`src/rtl/stack_mem_ctrl_pkg.sv`:
```
// Shared definitions for the load/store/stack memory sequencer:
// FSM state encoding and default stack geometry.
package stack_mem_ctrl_pkg;

   localparam int          ADDR_W_DEF      = 16;
   localparam logic [15:0] STACK_TOP_DEF   = 16'h0800;  // SP reset value, empty point
   localparam logic [15:0] STACK_LIMIT_DEF = 16'h0700;  // lowest legal SP, full point

   typedef enum logic [1:0] {
      S_IDLE = 2'd0,
      S_REQ  = 2'd1,
      S_DONE = 2'd2
   } state_e;

endpackage

```
`src/rtl/stack_mem_ctrl_if.sv`:
```
// Data-memory port. Handshake: the master raises mem_req together with
// mem_we/mem_addr/mem_wdata and holds all of them stable until the slave
// returns a single-cycle mem_ack; mem_rdata is only meaningful in that
// ack cycle, and mem_we is only meaningful while mem_req is high.
interface stack_mem_ctrl_if #(
   parameter int ADDR_W = 16
) ();
   logic              mem_req;
   logic              mem_we;
   logic [ADDR_W-1:0] mem_addr;
   logic [ADDR_W-1:0] mem_wdata;
   logic [ADDR_W-1:0] mem_rdata;
   logic              mem_ack;

   modport master (
      output mem_req, mem_we, mem_addr, mem_wdata,
      input  mem_rdata, mem_ack
   );

   modport slave (
      input  mem_req, mem_we, mem_addr, mem_wdata,
      output mem_rdata, mem_ack
   );
endinterface

```
`src/rtl/stack_mem_ctrl_stack_ptr.sv`:
```
// Hardware stack pointer for a downward-growing stack, with full/empty
// flags used by the sequencer to reject overflowing pushes and
// underflowing pops before any memory access is issued.
module stack_mem_ctrl_stack_ptr
   import stack_mem_ctrl_pkg::*;
#(
   parameter int                ADDR_W      = ADDR_W_DEF,
   parameter logic [ADDR_W-1:0] STACK_TOP   = STACK_TOP_DEF,
   parameter logic [ADDR_W-1:0] STACK_LIMIT = STACK_LIMIT_DEF
) (
   input  logic              clk,
   input  logic              rst_n,
   input  logic              inc,    // pop completed
   input  logic              dec,    // push completed
   output logic [ADDR_W-1:0] sp,
   output logic              full,
   output logic              empty
);

   localparam logic [ADDR_W-1:0] ONE = {{(ADDR_W-1){1'b0}}, 1'b1};

   // SP register; inc and dec are never both set by the sequencer
   always_ff @(posedge clk or negedge rst_n) begin
      if (!rst_n)   sp <= STACK_TOP;
      else if (inc) sp <= sp + ONE;
      else if (dec) sp <= sp - ONE;
   end

   assign full  = (sp == STACK_LIMIT);
   assign empty = (sp == STACK_TOP);

endmodule

```
`src/rtl/stack_mem_ctrl.sv`:
```
// One-access-at-a-time sequencer for load/store/push/pop. Latches a
// command in IDLE, resolves its address, runs one req/ack transfer and
// reports completion (with err for rejected commands) via done.
module stack_mem_ctrl
   import stack_mem_ctrl_pkg::*;
#(
   parameter int                ADDR_W      = ADDR_W_DEF,
   parameter logic [ADDR_W-1:0] STACK_TOP   = STACK_TOP_DEF,
   parameter logic [ADDR_W-1:0] STACK_LIMIT = STACK_LIMIT_DEF
) (
   input  logic              clk,
   input  logic              rst_n,
   input  logic              start,
   input  logic              PUSH,
   input  logic              POP,
   input  logic              reg_addr,
   input  logic              we,
   input  logic [ADDR_W-1:0] addr,
   input  logic [ADDR_W-1:0] alu_result,
   input  logic [ADDR_W-1:0] wdata,
   stack_mem_ctrl_if.master  mem,
   output logic              busy,
   output logic              done,
   output logic              err,
   output logic [ADDR_W-1:0] rdata,
   output logic [ADDR_W-1:0] sp,
   output state_e            state_dbg
);

   localparam logic [ADDR_W-1:0] ONE = {{(ADDR_W-1){1'b0}}, 1'b1};

   state_e            state_q, state_d;
   logic              push_q, pop_q, we_q, err_q;
   logic [ADDR_W-1:0] addr_q, wdata_q;
   logic              sp_full, sp_empty, sp_inc, sp_dec;
   logic              cmd_illegal, cmd_err, xfer_done;
   logic [ADDR_W-1:0] sel_addr;

   stack_mem_ctrl_stack_ptr #(
      .ADDR_W      (ADDR_W),
      .STACK_TOP   (STACK_TOP),
      .STACK_LIMIT (STACK_LIMIT)
   ) u_stack_ptr (
      .clk   (clk),
      .rst_n (rst_n),
      .inc   (sp_inc),
      .dec   (sp_dec),
      .sp    (sp),
      .full  (sp_full),
      .empty (sp_empty)
   );

   // Command decode: address priority and rejection of illegal/over/underflow commands
   always_comb begin
      cmd_illegal = (PUSH && POP) || (reg_addr && (PUSH || POP));
      cmd_err     = cmd_illegal || (PUSH && sp_full) || (POP && sp_empty);
      if (reg_addr)  sel_addr = alu_result;
      else if (PUSH) sel_addr = sp - ONE;
      else if (POP)  sel_addr = sp;
      else           sel_addr = addr;
   end

   assign xfer_done = (state_q == S_REQ) && mem.mem_ack;
   assign sp_dec    = xfer_done && push_q;
   assign sp_inc    = xfer_done && pop_q;

   // FSM state register
   always_ff @(posedge clk or negedge rst_n) begin
      if (!rst_n) state_q <= S_IDLE;
      else        state_q <= state_d;
   end

   // FSM next state: rejected commands skip the memory access entirely
   always_comb begin
      state_d = state_q;
      case (state_q)
         S_IDLE:  if (start) state_d = cmd_err ? S_DONE : S_REQ;
         S_REQ:   if (mem.mem_ack) state_d = S_DONE;
         S_DONE:  state_d = S_IDLE;
         default: state_d = S_IDLE;
      endcase
   end

   // Command latch and read-data capture; starts outside IDLE are dropped
   always_ff @(posedge clk or negedge rst_n) begin
      if (!rst_n) begin
         push_q  <= 1'b0;
         pop_q   <= 1'b0;
         we_q    <= 1'b0;
         err_q   <= 1'b0;
         addr_q  <= '0;
         wdata_q <= '0;
         rdata   <= '0;
      end else begin
         if (state_q == S_IDLE && start) begin
            push_q  <= PUSH;
            pop_q   <= POP;
            we_q    <= PUSH ? 1'b1 : (POP ? 1'b0 : we);
            err_q   <= cmd_err;
            addr_q  <= sel_addr;
            wdata_q <= wdata;
         end
         if (xfer_done && !we_q) rdata <= mem.mem_rdata;
      end
   end

   assign mem.mem_req   = (state_q == S_REQ);
   assign mem.mem_we    = (state_q == S_REQ) && we_q;
   assign mem.mem_addr  = addr_q;
   assign mem.mem_wdata = wdata_q;
   assign busy          = (state_q != S_IDLE);
   assign done          = (state_q == S_DONE);
   assign err           = (state_q == S_DONE) && err_q;
   assign state_dbg     = state_q;

endmodule

```
`src/flat_wrapper.sv`:
```
// flat-port wrapper written by rule: the top's interface ports become plain ports
module stack_mem_ctrl_flat import stack_mem_ctrl_pkg::*;
#(
   parameter int                ADDR_W      = ADDR_W_DEF,
   parameter logic [ADDR_W-1:0] STACK_TOP   = STACK_TOP_DEF,
   parameter logic [ADDR_W-1:0] STACK_LIMIT = STACK_LIMIT_DEF
)
  (clk, rst_n, start, PUSH, POP, reg_addr, we, addr, alu_result, wdata, busy, done, err, rdata, sp, state_dbg, mem_mem_req, mem_mem_we, mem_mem_addr, mem_mem_wdata, mem_mem_rdata, mem_mem_ack);
  stack_mem_ctrl_if #(.ADDR_W(ADDR_W)) mem_i ();
  input  logic clk;
  input  logic rst_n;
  input  logic start;
  input  logic PUSH;
  input  logic POP;
  input  logic reg_addr;
  input  logic we;
  input  logic [ADDR_W-1:0] addr;
  input  logic [ADDR_W-1:0] alu_result;
  input  logic [ADDR_W-1:0] wdata;
  output logic busy;
  output logic done;
  output logic err;
  output logic [ADDR_W-1:0] rdata;
  output logic [ADDR_W-1:0] sp;
  output state_e state_dbg;
  output wire logic [$bits(mem_i.mem_req)-1:0] mem_mem_req;
  output wire logic [$bits(mem_i.mem_we)-1:0] mem_mem_we;
  output wire logic [$bits(mem_i.mem_addr)-1:0] mem_mem_addr;
  output wire logic [$bits(mem_i.mem_wdata)-1:0] mem_mem_wdata;
  input wire logic [$bits(mem_i.mem_rdata)-1:0] mem_mem_rdata;
  input wire logic [$bits(mem_i.mem_ack)-1:0] mem_mem_ack;
  assign mem_mem_req = mem_i.mem_req;
  assign mem_mem_we = mem_i.mem_we;
  assign mem_mem_addr = mem_i.mem_addr;
  assign mem_mem_wdata = mem_i.mem_wdata;
  assign mem_i.mem_rdata = mem_mem_rdata;
  assign mem_i.mem_ack = mem_mem_ack;
  stack_mem_ctrl #(.ADDR_W(ADDR_W), .STACK_TOP(STACK_TOP), .STACK_LIMIT(STACK_LIMIT)) u_core (.clk(clk), .rst_n(rst_n), .start(start), .PUSH(PUSH), .POP(POP), .reg_addr(reg_addr), .we(we), .addr(addr), .alu_result(alu_result), .wdata(wdata), .mem(mem_i), .busy(busy), .done(done), .err(err), .rdata(rdata), .sp(sp), .state_dbg(state_dbg));
endmodule
```
`config.mk`:
```
export PLATFORM = sky130hd
export DESIGN_NAME = stack_mem_ctrl_flat
export DESIGN_NICKNAME = d
export VERILOG_FILES = /design/src/rtl/stack_mem_ctrl_pkg.sv /design/src/rtl/stack_mem_ctrl_if.sv /design/src/rtl/stack_mem_ctrl_stack_ptr.sv /design/src/rtl/stack_mem_ctrl.sv /design/src/flat_wrapper.sv
export SDC_FILE = /design/constraint.sdc
export NUM_CORES = 1
export LEC_CHECK = 0
export CORE_MARGIN = 2
export CORE_UTILIZATION = 40
export CTS_CLUSTER_DIAMETER = 40
export DETAILED_ROUTE_END_ITERATION = 10
export PLACE_DENSITY = 0.77
export SLEW_MARGIN = 20
export SYNTH_ARGS = -nofsm -noshare
export SYNTH_HDL_FRONTEND = slang
export SYNTH_SLANG_ARGS = --single-unit
export TNS_END_PERCENT = 1
```
`constraint.sdc`:
```
create_clock -name clk -period 2 [get_ports clk]
set_input_delay 0.4 -clock clk [delete_from_list [all_inputs] [get_ports clk]]
set_output_delay 0.4 -clock clk [all_outputs]
set_load 0.03 [all_outputs]
```
Word-level counts from Yosys, hierarchy flattened
Index checks and enable logic that the tools add are counted.
W data, S select, Z words.
{"block": "classes", "reduce_logical": 20, "eq_ne": 6, "n_mux": 11, "addsub": 2}
{"op": "$mux W16", "n": 5}
{"op": "$add A16 B1 Y16 const B", "n": 1}
{"op": "$eq A16 B11 Y1 const B", "n": 1}
{"op": "$eq A16 B12 Y1 const B", "n": 1}
{"op": "$sub A16 B1 Y16 const B", "n": 1}
{"op": "$logic_and A1 B1 Y1", "n": 11}
{"op": "$mux W2", "n": 3}
{"op": "$logic_or A1 B1 Y1", "n": 4}
{"op": "$pmux W2 S2", "n": 1}
{"op": "$reduce_bool A2 Y1", "n": 2}
{"op": "$eq A2 B1 Y1 const B", "n": 1}
{"op": "$eq A2 B2 Y1 const B", "n": 1}
{"op": "$logic_not A2 Y1", "n": 1}
{"op": "$mux W1", "n": 2}
{"op": "$ne A2 B1 Y1 const B", "n": 1}
{"op": "$ne A2 B2 Y1 const B", "n": 1}
{"op": "$reduce_and A2 Y1", "n": 1}
{"op": "$logic_not A1 Y1", "n": 1}
{"block": "totals", "input_bits": 72, "elab_cells": 48, "register_bits": 70, "output_inout_bits": 71}

Depth between registers and ports, before layout
Gate-level depths: netlist of run 1.
{"block": "depth", "ltp_word": 8, "depth_mapped": 8, "ltp_nobuf": 6}

Cells and area by module
From an unflattened synthesis of run 1, not the netlist that was laid out.
{"block": "hier_totals", "hier_cells": 458, "hier_area_um2": 4122.7}
{"module": "stack_mem_ctrl", "seq_area_each_um2": 1351.3, "area_each_um2": 2797.7, "cells_each": 304, "n_inst": 1}
{"module": "stack_mem_ctrl_stack_ptr", "seq_area_each_um2": 401.6, "area_each_um2": 1325.0, "cells_each": 154, "n_inst": 1}

Least setup slack after synthesis of run 1
Ideal clock, no wire load.
{"block": "synth_timing", "path_kind": "register to register", "startpoint": "register u_core.u_stack_ptr.sp[0]", "endpoint": "register u_core.addr_q[6], in the netlist u_core.mem.mem_addr[6]", "setup_ns": 0.126, "required_time_ns": 1.874, "path_buffers": 2, "arrival_time_ns": 2.209, "period_less_slack_ns": 2.335, "path_stages_with_launch": 9, "slack_ns": -0.335, "path_cell_list": "dfrtp_1 -> clkbuf_1 -> inv_1 -> ha_1 -> or3b_2 -> clkbuf_1 -> o31ai_1 -> a31oi_1 -> a221o_1"}
{"block": "synth_via", "elab_chain_len": 3}
{"item": "from (decl)", "line_no": "stack_mem_ctrl_stack_ptr.sv:15", "text": "output logic [ADDR_W-1:0] sp,"}
{"item": "from (signal assigned)", "line_no": "stack_mem_ctrl_stack_ptr.sv:25", "text": "else if (inc) sp <= sp + ONE;"}
{"item": "from (signal assigned)", "line_no": "stack_mem_ctrl_stack_ptr.sv:26", "text": "else if (dec) sp <= sp - ONE;"}
{"item": "$sub A16 B1 Y16", "line_no": "stack_mem_ctrl.sv:58", "text": "else if (PUSH) sel_addr = sp - ONE;"}
{"item": "$mux W16", "line_no": "stack_mem_ctrl.sv:58"}
{"item": "$mux W16", "line_no": "stack_mem_ctrl.sv:57", "text": "if (reg_addr) sel_addr = alu_result;"}
{"item": "to (signal assigned)", "line_no": "stack_mem_ctrl.sv:100", "text": "addr_q <= sel_addr;"}
{"item": "to (decl)", "line_no": "stack_mem_ctrl.sv:34", "text": "logic [ADDR_W-1:0] addr_q, wdata_q;"}
No other way between the ends.
A chain may end at the register's enable or synchronous reset.

Final worst setup path of run 1
{"block": "layout_timing", "startpoint": "register u_core.u_stack_ptr.sp[4]", "endpoint": "register u_core.addr_q[13], in the netlist u_core.mem.mem_addr[13]"}
The elaborated chain is that of the path after synthesis.

==> results.md, run 1 <==
GRT:
- The total overflow left after global routing is 0.
- The number of antenna violations at the first check in global routing is 0.
- In the global route stage, met2 resource usage came out at 0.3928.
- The first global-routing pass estimated around 19 mm of wire.
- In the global route stage, overall resource usage came out at 0.2350.
- The met3 track demand over resource is 0.05245.
- Entering global routing, the biggest net connects between 70 and 80 pins.
- For this run, global-route usage on met1 was measured as 0.2989.
- The via count of the first global-routing pass is between 3,000 and 4,000.
- The most heavily used metal layer in global routing is met2.

Layout:
- In the final layout, the multi-input gates occupy between 1500 and 2000 um^2.
- The area growth from synthesis to final layout is 56.28%.
- The fraction of the core area covered by cells at the end of the flow is 0.6414.
- The layout net count is approximately 650.
- The layout cell share with drive strength beyond 1 is 0.1835.
- The antenna diode instance count is 0.
- The finished layout holds 712 standard cells, fillers aside.
- Fill cells in the final layout number between 800 and 900.
- Summing all flip-flop and latch instances after layout gives 1760 um^2.

Worst setup path:
- The endpoint of the worst register-to-register path is u_core.mem.mem_addr[13]$_DFFE_PN0P_.
- The setup path with the least slack is of type register to register.
- The signal on the critical path passes through or4_1 > or4_4 > mux2i_1 > o21ai_0.
- The biggest cell delay along the critical path is about 0.56 ns.
- Grouping stages by cell kind, the critical path spends the most delay in simple AND/OR/NAND/NOR gates.
- The cell count of the worst reg-to-reg path is 4.
- The critical path data required time is 2.22 ns.
- The data arrival time of the critical path is ~2.2 ns.
- The start of the worst register-to-register path is u_core.u_stack_ptr.sp[4]$_DFFE_PN0P_.
- The number of buffers and inverters on the critical path is 0.
- The critical-path cell with the highest stage delay is sky130_fd_sc_hd__or4_1.
- The worst setup path is launched from a register.
- The worst-case register-to-register setup slack is between 0.02 and 0.025 ns.
- The worst-path maximum fanout is 2.
- The worst setup path is captured at a register.

Routing:
- In the final routed layout, each cell accounts on average for about 17 um.
- The first detailed-routing pass took 5 iterations.
- The number of nets still failing antenna checks after routing is 0.
- Using the TritonRoute via totals, the vias-per-cell ratio works out to 5.395.
- For this block, the routed nets add up to between 10 and 15 mm of wire.
- The vias after detailed routing is ~3,800.
- In the routed design, unresolved DRC markers number 0.
- The first routing iteration left ~240 violations.

Timing:
- For the final routed database, the setup TNS stands at 0 ns.
- Setup slack on the critical path of the routed design comes to around 0.021 ns.
- The count of final setup violators is 0.
- The final cycle utilization of the critical path is 0.9893.
- Derived from the worst setup path, the maximum achievable clock frequency is between 500 and 600 MHz.
- The worst path needs ~2.0 ns of the cycle, external delays included.
- The worst slew margin relative to its limit is 0.7313.
- The measured slew at the worst slew-check pin is 0.3993 ns.
- The count of final max-slew check failures came to 0.
- Setup repair after global routing could not meet its margin everywhere.
- The number of hold violations in the final report is 0.
- The final setup skew is 0.006945 ns.

Yosys:
- Yosys printed 0 warnings.
- The number of different library cells used by synthesis comes to between 50 and 60.
- The simple-gate share of the synthesized area is 0.2105.
- After synthesis, the share of flip-flops with an asynchronous set or reset is 1.000.
- The xor/xnor share of the synthesized area is 0.04619.
- By area, the combinational part of the netlist is dominated by simple AND/OR/NAND/NOR gates.
- The synthesized-area fraction occupied by adder cells is 0.009898.
- The cell count after synthesis is between 400 and 500.
- The cell taking the most area after synthesis is sky130_fd_sc_hd__dfrtp_1.
- Counting flops and latches in the post-synthesis netlist gives 70.
- The sequential-to-total area share from yosys stat is 0.4622.
- The complex-gate fraction of the synthesized area is 0.1369.
- Measured against the total synthesized area, the mux share comes to 0.09337.
- The commonest cells after synthesis are sky130_fd_sc_hd__nand2_1, sky130_fd_sc_hd__dfrtp_1, sky130_fd_sc_hd__nor2_1.
- The synthesized area is approximately 3800 um^2.
- By area the synthesized netlist is led by sky130_fd_sc_hd__dfrtp_1, sky130_fd_sc_hd__nand2_1, sky130_fd_sc_hd__mux2_2.
- A synthesized cell averages 9.295 um^2.
- In this run, synthesis inferred 0 flip-flops with an integrated enable.
- The area share of the largest cell type after synthesis is 0.4553.
- In the synthesized netlist the dominant register cell turns out to be sky130_fd_sc_hd__dfrtp_1.
- The most common cell in the netlist is sky130_fd_sc_hd__nand2_1.
- When the netlist entered floorplanning its net count stood at about 480.

Outcome:
- The flow ran to the end, and the final reports show no timing, DRC or antenna violations.

Placed design:
- The half-perimeter wire length of the detailed placement result is between 9 and 10 mm.
- The post-place setup slack is -0.08143 ns.
- The total of buffers placed on input and output ports is about 140.
- The congestion estimate from routability-driven global placement came to around 0.95.
- The number of placed instances, taps included is approximately 700.

Floorplan:
- The die span in y is between 100 and 150 um.
- The floorplan die area is roughly 10,000 um^2.
- The number of cell rows is 35.
- During I/O placement, the number of pins put on the boundary was roughly 140.
- The area of the core is 9240 um^2.
- In this run the horizontal extent of the chip is between 100 and 150 um.
- The initial standard-cell utilization of the core is 0.4104.

CTS:
- TritonCTS built the clock tree.
- Clock tree synthesis inserted a total of 9 buffers.
- Clock tree synthesis found a total of 70 sinks.
- The latest clock arrival within the worst-skew pair is 0.34 ns.
- Buffers added to address setup during post-CTS repair amount to 0.
- The tree is rooted in a sky130_fd_sc_hd__clkbuf_8.
- No sink is reached through more buffers than the 2 on the longest clock path.
- The H-tree was split into 3 levels.
- The clock-pin slew on the worst setup and hold paths is around 0.08 ns.

Power and ir drop:
- Dividing total power by cell area gives a power density of approximately 1500 nW/um^2.
- The worst-case IR drop observed on VDD is approximately 0.8 mV.
- For this design the static power due to leakage is between 2 and 3 nW.

Hold path:
- The min-delay analysis places its worst path in the category input pin to asynchronous set/reset pin.

Flow run:
- Across the run, the number of max-cap violations was 0.
## repair_timing
action | 4_1_cts | 5_1_grt
gates resized for setup | 9 | 15
hold buffers | 0 | 0
setup endpoints to repair | 8 | 16
## worst register-to-register path: cells and delay by family, from the launching register on
family          cells  cell delay, ns
flops               1            0.41
compound gates      1            0.13
simple gates        2            1.11
mux                 1            0.20
## report_power, final
group | total, mW | internal (mW) | switching [mW]
Clock | 1.30 | 0.714 | 0.588
Sequential | 2.47 | 2.03 | 0.437
Combinational | 5.27 | 2.32 | 2.95
Total | 9.04 | 5.07 | 3.98
## registers in the layout, indices dropped and copies added, names as in the netlist
register / flops
u_core.we_q: 1
u_core.u_stack_ptr.sp: 16
u_core.err_q: 1
u_core.pop_q: 1
u_core.push_q: 1
u_core.mem.mem_addr: 16
u_core.rdata: 16
u_core.state_dbg: 2
u_core.mem.mem_wdata: 16
## cell type report
cell class / instances / area share
multi-input cells: 298 / 0.3247
repair buffers: 190 / 0.3076
flip-flops and latches: 70 / 0.2970
well taps: 129 / 0.02723
clock buffers: 10 / 0.02153
clock inverters: 6 / 0.01583
inverters: 9 / 0.006122
## kinds of logic (layout without fill, tap and decap cells)
family,Yosys count,after routing
AND/OR/NAND/NOR,164,164
AO/OA/AOI/OAI,78,78
flip-flops,70,70
buffers and inverters,40,215
multiplexers,33,33
XOR/XNOR,20,20
adder cells (fa/ha/maj),3,3
## through the flow
stage	area [um^2]	hold slack [ns]	power [mW]
finish	5927	0.04895	9.045
global route	5927	0.07694	9.558
global placement	5677	0.4518	7.647
CTS	5889	0.08334	9.042
floorplan	3845	0.1044	5.430
detailed placement	5677	0.4607	7.766
## worst max-delay path by stage
stage	start	endpoint	slack, ns	cells past startpoint
finish	u_core.u_stack_ptr.sp[4]$_DFFE_PN0P_	u_core.mem.mem_addr[13]$_DFFE_PN0P_	0.02	4
floorplan	u_core.u_stack_ptr.sp[0]$_DFFE_PN0P_	u_core.mem.mem_addr[6]$_DFFE_PN0P_	-0.07	8
global placement	start	u_core.mem.mem_addr[6]$_DFFE_PN0P_	-0.02	4
global route	u_core.u_stack_ptr.sp[4]$_DFFE_PN0P_	u_core.mem.mem_addr[13]$_DFFE_PN0P_	-0.02	4
detailed placement	start	u_core.mem.mem_addr[13]$_DFFE_PN0P_	-0.08	5
CTS	u_core.state_dbg[0]$_DFFE_PN0P_	state_dbg[0]	0.003	2
## layer usage
layer  part of all wire  up-vias
li1                   -     1779
met1               0.41     1843
met2               0.48      190
met3              0.080       29
met4              0.027        0
met5                  0        -
## cells in the final DEF, fill, tap and decap left out, types with 7 or more instances in the layout
cell type                           n
sky130_fd_sc_hd__and3_1             8
sky130_fd_sc_hd__nand3_1           10
sky130_fd_sc_hd__xor2_1             9
sky130_fd_sc_hd__nand2_1           73
sky130_fd_sc_hd__mux2i_1           14
sky130_fd_sc_hd__dlygate4sd2_1      7
sky130_fd_sc_hd__clkdlybuf4s50_1  124
sky130_fd_sc_hd__xnor2_1           11
sky130_fd_sc_hd__a21oi_1           19
sky130_fd_sc_hd__nor2_1            23
sky130_fd_sc_hd__clkbuf_8           9
sky130_fd_sc_hd__dfrtp_1           63
sky130_fd_sc_hd__o21ai_0           17
sky130_fd_sc_hd__dlymetal6s2s_1     9
sky130_fd_sc_hd__buf_4             45
sky130_fd_sc_hd__a31oi_1            8
sky130_fd_sc_hd__mux2_2            19
Power figures use the tool's default switching activity.
==> run 2, diff against run 1 <==
--- a/config.mk
+++ b/config.mk
@@ -5,12 +5,12 @@
 export SDC_FILE = /design/constraint.sdc
 export NUM_CORES = 1
 export LEC_CHECK = 0
+export ABC_CLOCK_PERIOD_IN_PS = 2000
 export CORE_MARGIN = 2
 export CORE_UTILIZATION = 40
 export CTS_CLUSTER_DIAMETER = 40
 export DETAILED_ROUTE_END_ITERATION = 10
 export PLACE_DENSITY = 0.77
-export SLEW_MARGIN = 20
 export SYNTH_ARGS = -nofsm -noshare
 export SYNTH_HDL_FRONTEND = slang
 export SYNTH_SLANG_ARGS = --single-unit
==> results of run 2 <==
No change in the layout: final DEF, timing and power equal those of run 1.
